## src/rtl/mips_pkg.sv

```systemverilog
// Shared constants for the pipelined MIPS core.
// Every pipeline stage imports this package so that widths and reset values agree.
package mips_pkg;

    localparam int          WORD_W           = 32;
    localparam int          INSTR_BYTES      = 4;
    localparam logic [31:0] MIPS_NOP         = 32'h0000_0000;
    localparam logic [31:0] DEFAULT_RESET_PC = 32'h0000_0000;

    // The fetch stage picks exactly one of these actions on each clock edge.
    typedef enum logic [1:0] {
        FETCH_ADVANCE  = 2'd0,
        FETCH_STALL    = 2'd1,
        FETCH_REDIRECT = 2'd2
    } fetch_action_e;

    function automatic logic [WORD_W-1:0] wordAlign(input logic [WORD_W-1:0] addr);
        return {addr[WORD_W-1:2], 2'b00};
    endfunction

endpackage

```

## src/rtl/if_id_reg.sv

```systemverilog
// IF/ID pipeline register that sits between the fetch stage and the decode stage.
// If more than one control input is active, flush wins over hold, and hold wins over load.
module if_id_reg
    import mips_pkg::*;
(
    input  logic              clk,
    input  logic              reset,
    input  logic              load,
    input  logic              flush,
    input  logic              hold,
    input  logic [WORD_W-1:0] instrIn,
    input  logic [WORD_W-1:0] pcPlus4In,
    output logic [WORD_W-1:0] instrOut,
    output logic [WORD_W-1:0] pcPlus4Out,
    output logic              validOut
);

    logic [WORD_W-1:0] instr_q;
    logic [WORD_W-1:0] pcPlus4_q;
    logic              valid_q;

    // A flush leaves a NOP bubble in the register, so decode sees a clean zero.
    always_ff @(posedge clk or negedge reset) begin
        if (!reset) begin
            instr_q   <= MIPS_NOP;
            pcPlus4_q <= '0;
            valid_q   <= 1'b0;
        end else if (flush) begin
            instr_q   <= MIPS_NOP;
            pcPlus4_q <= '0;
            valid_q   <= 1'b0;
        end else if (!hold && load) begin
            instr_q   <= instrIn;
            pcPlus4_q <= pcPlus4In;
            valid_q   <= 1'b1;
        end
    end

    assign instrOut   = instr_q;
    assign pcPlus4Out = pcPlus4_q;
    assign validOut   = valid_q;

endmodule

```

## src/rtl/fetch_stage.sv

```systemverilog
// Instruction-fetch stage: PC register, next-PC priority mux, sticky alignment fault
// and a saturating count of fetched instructions, feeding the IF/ID register.
module fetch_stage
    import mips_pkg::*;
#(
    parameter logic [31:0] RESET_PC = DEFAULT_RESET_PC,
    parameter int          CNT_W    = 16
) (
    input  logic              clk,
    input  logic              reset,
    input  logic              stall,
    input  logic              redirect_valid,
    input  logic [WORD_W-1:0] redirect_target,
    output logic [WORD_W-1:0] imem_addr,
    input  logic [WORD_W-1:0] imem_rdata,
    output logic [WORD_W-1:0] id_instr,
    output logic [WORD_W-1:0] id_pc_plus4,
    output logic              id_valid,
    output logic              align_fault,
    output logic [CNT_W-1:0]  fetch_count
);

    logic [WORD_W-1:0] pc_q, pc_d;
    logic [WORD_W-1:0] pcPlus4;
    logic              alignFault_q, alignFault_d;
    logic [CNT_W-1:0]  fetchCount_q, fetchCount_d;
    fetch_action_e     action;

    assign pcPlus4 = pc_q + WORD_W'(INSTR_BYTES);

    // A redirect overrides a stall, because the instruction the stall was holding is on the wrong path.
    always_comb begin
        action = FETCH_ADVANCE;
        if (redirect_valid) begin
            action = FETCH_REDIRECT;
        end else if (stall) begin
            action = FETCH_STALL;
        end
    end

    always_comb begin
        pc_d         = pc_q;
        alignFault_d = alignFault_q;
        fetchCount_d = fetchCount_q;
        unique case (action)
            FETCH_REDIRECT: begin
                pc_d         = wordAlign(redirect_target);
                alignFault_d = alignFault_q | (redirect_target[1:0] != 2'b00);
            end
            FETCH_STALL: begin
                pc_d = pc_q;
            end
            default: begin
                pc_d = pcPlus4;
                if (fetchCount_q != {CNT_W{1'b1}}) begin
                    fetchCount_d = fetchCount_q + 1'b1;
                end
            end
        endcase
    end

    always_ff @(posedge clk or negedge reset) begin
        if (!reset) begin
            pc_q         <= RESET_PC;
            alignFault_q <= 1'b0;
            fetchCount_q <= '0;
        end else begin
            pc_q         <= pc_d;
            alignFault_q <= alignFault_d;
            fetchCount_q <= fetchCount_d;
        end
    end

    if_id_reg u_if_id (
        .clk        (clk),
        .reset      (reset),
        .load       (action == FETCH_ADVANCE),
        .flush      (action == FETCH_REDIRECT),
        .hold       (action == FETCH_STALL),
        .instrIn    (imem_rdata),
        .pcPlus4In  (pcPlus4),
        .instrOut   (id_instr),
        .pcPlus4Out (id_pc_plus4),
        .validOut   (id_valid)
    );

    assign imem_addr   = pc_q;
    assign align_fault = alignFault_q;
    assign fetch_count = fetchCount_q;

endmodule

```

## config.mk

```make
export PLATFORM = sky130hd
export DESIGN_NAME = fetch_stage
export DESIGN_NICKNAME = d
export VERILOG_FILES = /design/src/rtl/mips_pkg.sv /design/src/rtl/if_id_reg.sv /design/src/rtl/fetch_stage.sv
export SDC_FILE = /design/constraint.sdc
export NUM_CORES = 1
export LEC_CHECK = 0
export ABC_AREA = 0
export CAP_MARGIN = 20
export CELL_PAD_IN_SITES_DETAIL_PLACEMENT = 2
export CELL_PAD_IN_SITES_GLOBAL_PLACEMENT = 2
export CORE_ASPECT_RATIO = 0.6
export CORE_MARGIN = 2
export CORE_UTILIZATION = 27
export CTS_CLUSTER_DIAMETER = 150
export DETAILED_ROUTE_END_ITERATION = 7
export GPL_ROUTABILITY_DRIVEN = 0
export PLACE_DENSITY_LB_ADDON = 0.1
export SYNTH_ARGS = -nofsm -noshare
export SYNTH_HDL_FRONTEND = slang
export SYNTH_SLANG_ARGS = --single-unit
```

## constraint.sdc

```tcl
create_clock -name clk -period 2.35 [get_ports clk]
set_input_delay 0.235 -clock clk [delete_from_list [all_inputs] [get_ports clk]]
set_output_delay 0.235 -clock clk [all_outputs]
set_load 0.02 [all_outputs]
```

==> results.ini, run 1 <==
[drt]
drc=0
routed.top_layer=met4
wl_per_cell_um=18.6
vias=4705
drt_iter0_drc=224
drtPass1Iterations=4
wl_met1_um=9130
drt_wl_total_um=18600
avgViaCountPerCell=4.71
wl_met2_um=8450
ant_nets=0
wl_met3_um=847

[timing]
rsz0062_at_grt=false
finClkSkew_ns=0.00650
max_slew_margin_pct=52.9
finalHoldViolations=0
fin_tns_setup_ns=0
worst_pin_slew_ns=0.707
report.final.slew_viol_count=0
fin_crit_ns=2.04
fmax_mhz=489
setup_viol=0
fin_crit_sh_pct=87.0

[yosys]
synth_cell_types=44
ys_ff_latch=111
synth.top_cells.by_area=dfrtp_1 51%, xor2_1 7.2%, mux2i_1 6.3%
yosys-top-cells-count=111 x dfrtp_1, 76 x nor2_1, 61 x nand2_1
synthFlopType=dfrtp_1
syn_inst=550
synthMuxAreaShare_pct=6.46
yosysSeqAreaShare_pct=51.0
synth_edf_count=0
synth_area_leader_cell=dfrtp_1
synth_top_area_share_pct=51.0
yosys.area_share.xor_xnor_pct=11.1
async_reset_ff_share_pct=100
yosys.area_share.simple_pct=20.3
yosysMostFrequentCell=dfrtp_1
synth_top_family_by_area=simple AND/OR/NAND/NOR gates
synth-compound-area-share_pct=7.15
synth-adder-area-share_pct=0.460
avgSynthCellArea_um2=9.90
yosys_warnings=0
synth.cell_area_mm2=0.00544

[clock_tree]
postCtsSetupBuffers=0
cts_tree=built
cts_max_level=3
cts_buffers=9
clock_sinks=111
clk_path_buf_depth=2
clkSlewWorstSetupHoldPaths_ns=0.07
ctsRootBufferMaster=clkbuf_16
insertion_delay_ns=0.36

[global_routing]
grt_pass1_wl_um=30400
track_usage_pct=18.3
antenna_found_initial=0
grt-ovfl-total=0
grt_pass1_vias=5202
grt_start_max_net_pins=66

[floorplanning]
pin_count=182
die_h_um=114
die_w_um=187
core_mm2=0.0199
rows=40
initial_core_util_pct=27.4
dieArea_mm2=0.0214

[worst_setup_path]
startpoint_type=register
regToRegEndpoint=u_if_id.pcPlus4Out[24]
reg2reg_from=imem_addr[3]
crit_type=reg -> reg
cp_cell_sequence=ha_1, nand4_1, nor2_1, nand3_1, xor2_1, a211oi_1
cp_slowest_stage_delay_ns=0.43
cp.required_ns=2.61
r2r_cells=6
arrival_ns=2.31
path_max_fanout=5
worstSetupEndpointType=register
cp_slowest_cell=dfrtp_1
r2r_setup_slack_ns=0.31

[power]
vdd_drop_max_mv=0.355
p_leak_uw=0.00324
p_per_area_mw_per_mm2=644
finalPower_uw=5060

[status]
status=finished clean

[layout]
nNetsFinal=792
n_fill_cell=2153
multi_input_area_mm2=0.00249
drive_above_1_share_pct=6.74
syn_to_final_growth_pct=44.3
n_antenna_cell=0
regArea_mm2=0.00278

[placed_design]
io_buffers=179
dp.final_hpwl_um=13600

[job]
maxCapViolCount=0

[hold_path]
whs_endpoint=fetch_count[0]
min_from=redirect_valid
hold-path-cell-count=5
hold_class=in -> reg

## layout make-up
cell class	instances	area share (%)
flip-flops and latches	111	35.4
multi-input cells	398	31.7
repair buffers	198	24.7
well taps	273	4.35
clock buffers	12	3.14
clock inverters	4	0.573
inverters	4	0.191
## worst max path at each step
stage	startpoint	endpoint	slack [ns]	depth (start not counted)
2_1_floorplan	imem_addr[2]	u_if_id.pcPlus4Out[22]	0.34	6
3_3_place_gp	imem_addr[3]	u_if_id.pcPlus4Out[22]	0.28	6
3_5_place_dp	imem_addr[3]	u_if_id.pcPlus4Out[22]	0.18	6
4_1_cts	imem_addr[3]	u_if_id.pcPlus4Out[22]	0.16	6
5_1_grt	imem_addr[3]	u_if_id.pcPlus4Out[28]	0.06	6
6_report	imem_addr[3]	u_if_id.pcPlus4Out[24]	0.31	6
## kinds of logic after synthesis
| group | count (synthesis) |
|---|---|
| other | 1 |
| buffers and inverters | 42 |
| xor gates and xnor gates | 69 |
| and+or+nand+nor | 225 |
| adders and majority gates | 2 |
| muxes | 35 |
| AOI/OAI and AO/OA | 65 |
| DFF | 111 |
## registers in the layout (all words and copies together), names as in the netlist
signal and count:
align_fault 1, fetch_count 16, imem_addr 30, u_if_id.instrOut 32
u_if_id.pcPlus4Out 31, u_if_id.validOut 1
## critical path: cells and delay by family, from the launching register on
kind / cells / cell delay [ns]
fa+ha+maj: 1 / 0.29
xor+xnor: 1 / 0.16
flops: 1 / 0.43
compound gates: 1 / 0.26
simple gates: 3 / 0.79
## power breakdown
part | internal (uW) | switching, uW
registers | 2070 | 210
clock network | 853 | 738
logic | 568 | 618
## what timing repair did
action                                 CTS  global route
setup endpoints to repair                0             1
hold buffers                             1             0
gates resized for setup                  0             1
endpoints found under the hold margin   43             0
## cells in the final DEF, fill, tap and decap left out, types with 2 or more instances in the layout
cell type        instances
nor2_1                  76
and4_1                   4
xor2_1                  45
dfrtp_1                111
ha_1                     2
nand4_1                 13
nor4_2                   3
a21oi_1                 13
a211oi_1                16
clkbuf_16                9
xnor2_1                 24
nand2_1                 61
conb_1                   2
nand4_4                  2
mux2i_1                 34
clkbuf_1                 2
nand3_1                 33
nor4_1                   4
o21ai_1                  2
and3_1                   5
nor2b_1                  2
clkinv_2                 3
buf_4                   20
clkdlybuf4s50_1        176
inv_1                    3
o21ai_0                 29
nor4_4                   2
nor3_1                  11
## per-stage QoR
step,setup slack (ns),util [%],area (um^2),cells,hold slack [ns]
floorplan,0.341,-,5450,551,-0.0606
detailed placement,0.177,38.0,7550,983,0.315
CTS,0.158,39.5,7850,1000,0.326
global route,0.0596,39.5,7860,1000,0.355
finish,0.305,39.5,7860,1000,0.347
global placement,0.281,38.0,7550,983,0.302
## layer usage
metal / track usage, % / vias to the layer above
met5: 0 / -
met4: 4.60 / 0
met3: 4.58 / 13
met2: 28.3 / 103
met1: 25.6 / 2383
li1: - / 2206
No activity file was read; power rests on OpenSTA's default activity.
==> inputs of run 2 (changes only) <==
- clock period: 2.35 -> 2.2 ns (I/O delays scaled with it)
==> run 2 against run 1 <==
Via count rose by 0.28%. Largest power group unchanged. Sequential share of layout area fell by 0.30 points. First-iteration DRC count fell by 13%. Critical path depth did not move. Critical path type unchanged. Maximum frequency rose by 2.5%.
==> results.ini, run 2 (synthesized netlist as in run 1, its figures left out) <==
[global_routing]
grt_pass1_vias=5353  ; was 5202
grt-ovfl-total=0  ; unchanged
grt_start_max_net_pins=75  ; was 66
track_usage_pct=18.1  ; was 18.3%
grt_pass1_wl_um=30400  ; about the same
antenna_found_initial=0  ; unchanged

[layout]
syn_to_final_growth_pct=45.6  ; was 44.3%
fin_util_pct=39.9  ; was 39.5%
final_cell_mix=176 x clkdlybuf4s50_1, 111 x dfrtp_1, 75 x nor2_1  ; was 176 x clkdlybuf4s50_1, 111 x dfrtp_1, 76 x nor2_1
n_fill_cell=2171  ; was 2153
multi_input_area_mm2=0.00249  ; about the same
design_area_mm2=0.00792  ; was 0.00786 mm^2
drive_above_1_share_pct=8.02  ; was 6.74%
regArea_mm2=0.00278  ; unchanged
n_antenna_cell=0  ; unchanged
largest_register_ff_count=32  ; unchanged
nNetsFinal=802  ; was 792
final_common_cell=clkdlybuf4s50_1  ; unchanged

[timing]
max_slew_margin_pct=48.0  ; was 52.9%
fin_crit_ns=1.99  ; was 2.04 ns
finalHoldViolations=0  ; unchanged
report.final.slew_viol_count=0  ; unchanged
fmax_mhz=501  ; was 489 MHz
fin_crit_sh_pct=90.6  ; was 87.0%
worst_pin_slew_ns=0.780  ; was 0.707 ns
setup_viol=0  ; unchanged
rsz0062_at_grt=true  ; was false
finClkSkew_ns=0.0110  ; was 0.00650 ns

[placed_design]
io_buffers=179  ; unchanged
dpl_cell_area_mm2=0.00762  ; was 0.00755 mm^2
dp.final_hpwl_um=13600  ; about the same

[worst_setup_path]
worstSetupEndpointType=register  ; unchanged
startpoint_type=register  ; unchanged
crit_type=reg -> reg  ; unchanged
arrival_ns=2.20  ; was 2.31 ns
r2r_setup_slack_ns=0.21  ; was 0.31 ns
cp.required_ns=2.40  ; was 2.61 ns
path_max_fanout=5  ; unchanged

[floorplanning]
rows=40  ; unchanged
dieArea_mm2=0.0214  ; unchanged
initial_core_util_pct=27.4  ; unchanged
core_mm2=0.0199  ; unchanged
die_w_um=187  ; unchanged
die_h_um=114  ; unchanged
pin_count=182  ; unchanged

[clock_tree]
cts_tree=built  ; unchanged
clock_sinks=111  ; unchanged
insertion_delay_ns=0.35  ; was 0.36 ns
clk_path_buf_depth=2  ; unchanged
ctsRootBufferMaster=clkbuf_16  ; unchanged
clkSlewWorstSetupHoldPaths_ns=0.07  ; about the same
cts_max_level=3  ; unchanged
cts_buffers=9  ; unchanged
postCtsSetupBuffers=0  ; unchanged

[drt]
avgViaCountPerCell=4.68  ; was 4.71
wl_per_cell_um=18.4  ; was 18.6 um
vias=4718  ; was 4705
drc=0  ; unchanged
drtPass1Iterations=4  ; unchanged
drt_wl_total_um=18500  ; was 18600 um
ant_nets=0  ; unchanged
drt_iter0_drc=194  ; was 224

[hold_path]
hold_class=in -> reg  ; unchanged

[job]
maxCapViolCount=0  ; unchanged

[power]
p_per_area_mw_per_mm2=678  ; was 644 mW/mm^2
p_leak_uw=0.00328  ; was 0.00324 uW
vdd_drop_max_mv=0.326  ; was 0.355 mV

[status]
status=finished clean  ; unchanged

run 2: timing repair:
| item | in CTS | in global routing |
|---|---|---|
| hold buffers | 1 | 0 |
| endpoints found under the hold margin | 38 | 0 |
| endpoints found under the setup margin | 0 | 3 |
| resized for setup | 0 | 2 |
run 2: path summary, 6_finish.rpt:
check	start	endpoint	depth (start not counted)
setup / recovery	imem_addr[3]	u_if_id.pcPlus4Out[22]	6
hold / removal	stall	imem_addr[11]	4
setup reg to reg	imem_addr[3]	u_if_id.pcPlus4Out[22]	6
hold reg to reg	align_fault	align_fault	1
max in group asynchronous	reset	u_if_id.pcPlus4Out[9]	3
min in group asynchronous	reset	u_if_id.instrOut[21]	2
run 2: metrics by stage:
| stage | setup slack (ns) | hold slack [ns] | power (uW) | TNS (ns) | instances |
|---|---|---|---|---|---|
| floorplan | 0.191 | -0.0756 | 3050 | 0 | 551 |
| global placement | 0.211 | 0.277 | 3750 | 0 | 993 |
| detailed placement | 0.118 | 0.286 | 3800 | 0 | 993 |
| CTS | 0.0964 | 0.357 | 5490 | 0 | 1009 |
| global route | -0.00529 | 0.405 | 5680 | -0.00529 | 1009 |
| finish | 0.206 | 0.355 | 5370 | 0 | 1009 |
run 2: area by class of cell:
cell class / instances / area share, %
multi-input cells: 398 / 31.5
clock buffers: 11 / 2.94
repair buffers: 208 / 25.5
clock inverters: 4 / 0.600
inverters: 4 / 0.189
flip-flops and latches: 111 / 35.1
well taps: 273 / 4.31
run 2: worst max-delay path, stage by stage (launching register included):
cell	delay (ns)
dfrtp_1	0.42
ha_1	0.21
nand4_1	0.24
nor4_2	0.46
nand2_1	0.09
a221oi_1	0.32
nor3_1	0.10
run 2: where the power goes:
group | internal (uW) | switching (uW)
clock | 876 | 765
combinational | 632 | 685
sequential | 2210 | 202
run 2: routing by layer:
layer	vias up	track usage, %	share of wire [%]
met5	-	0	0
met4	0	3.65	0.70
met3	10	4.49	4.6
met2	96	28.5	45
met1	2384	25.3	49
li1	2228	-	-
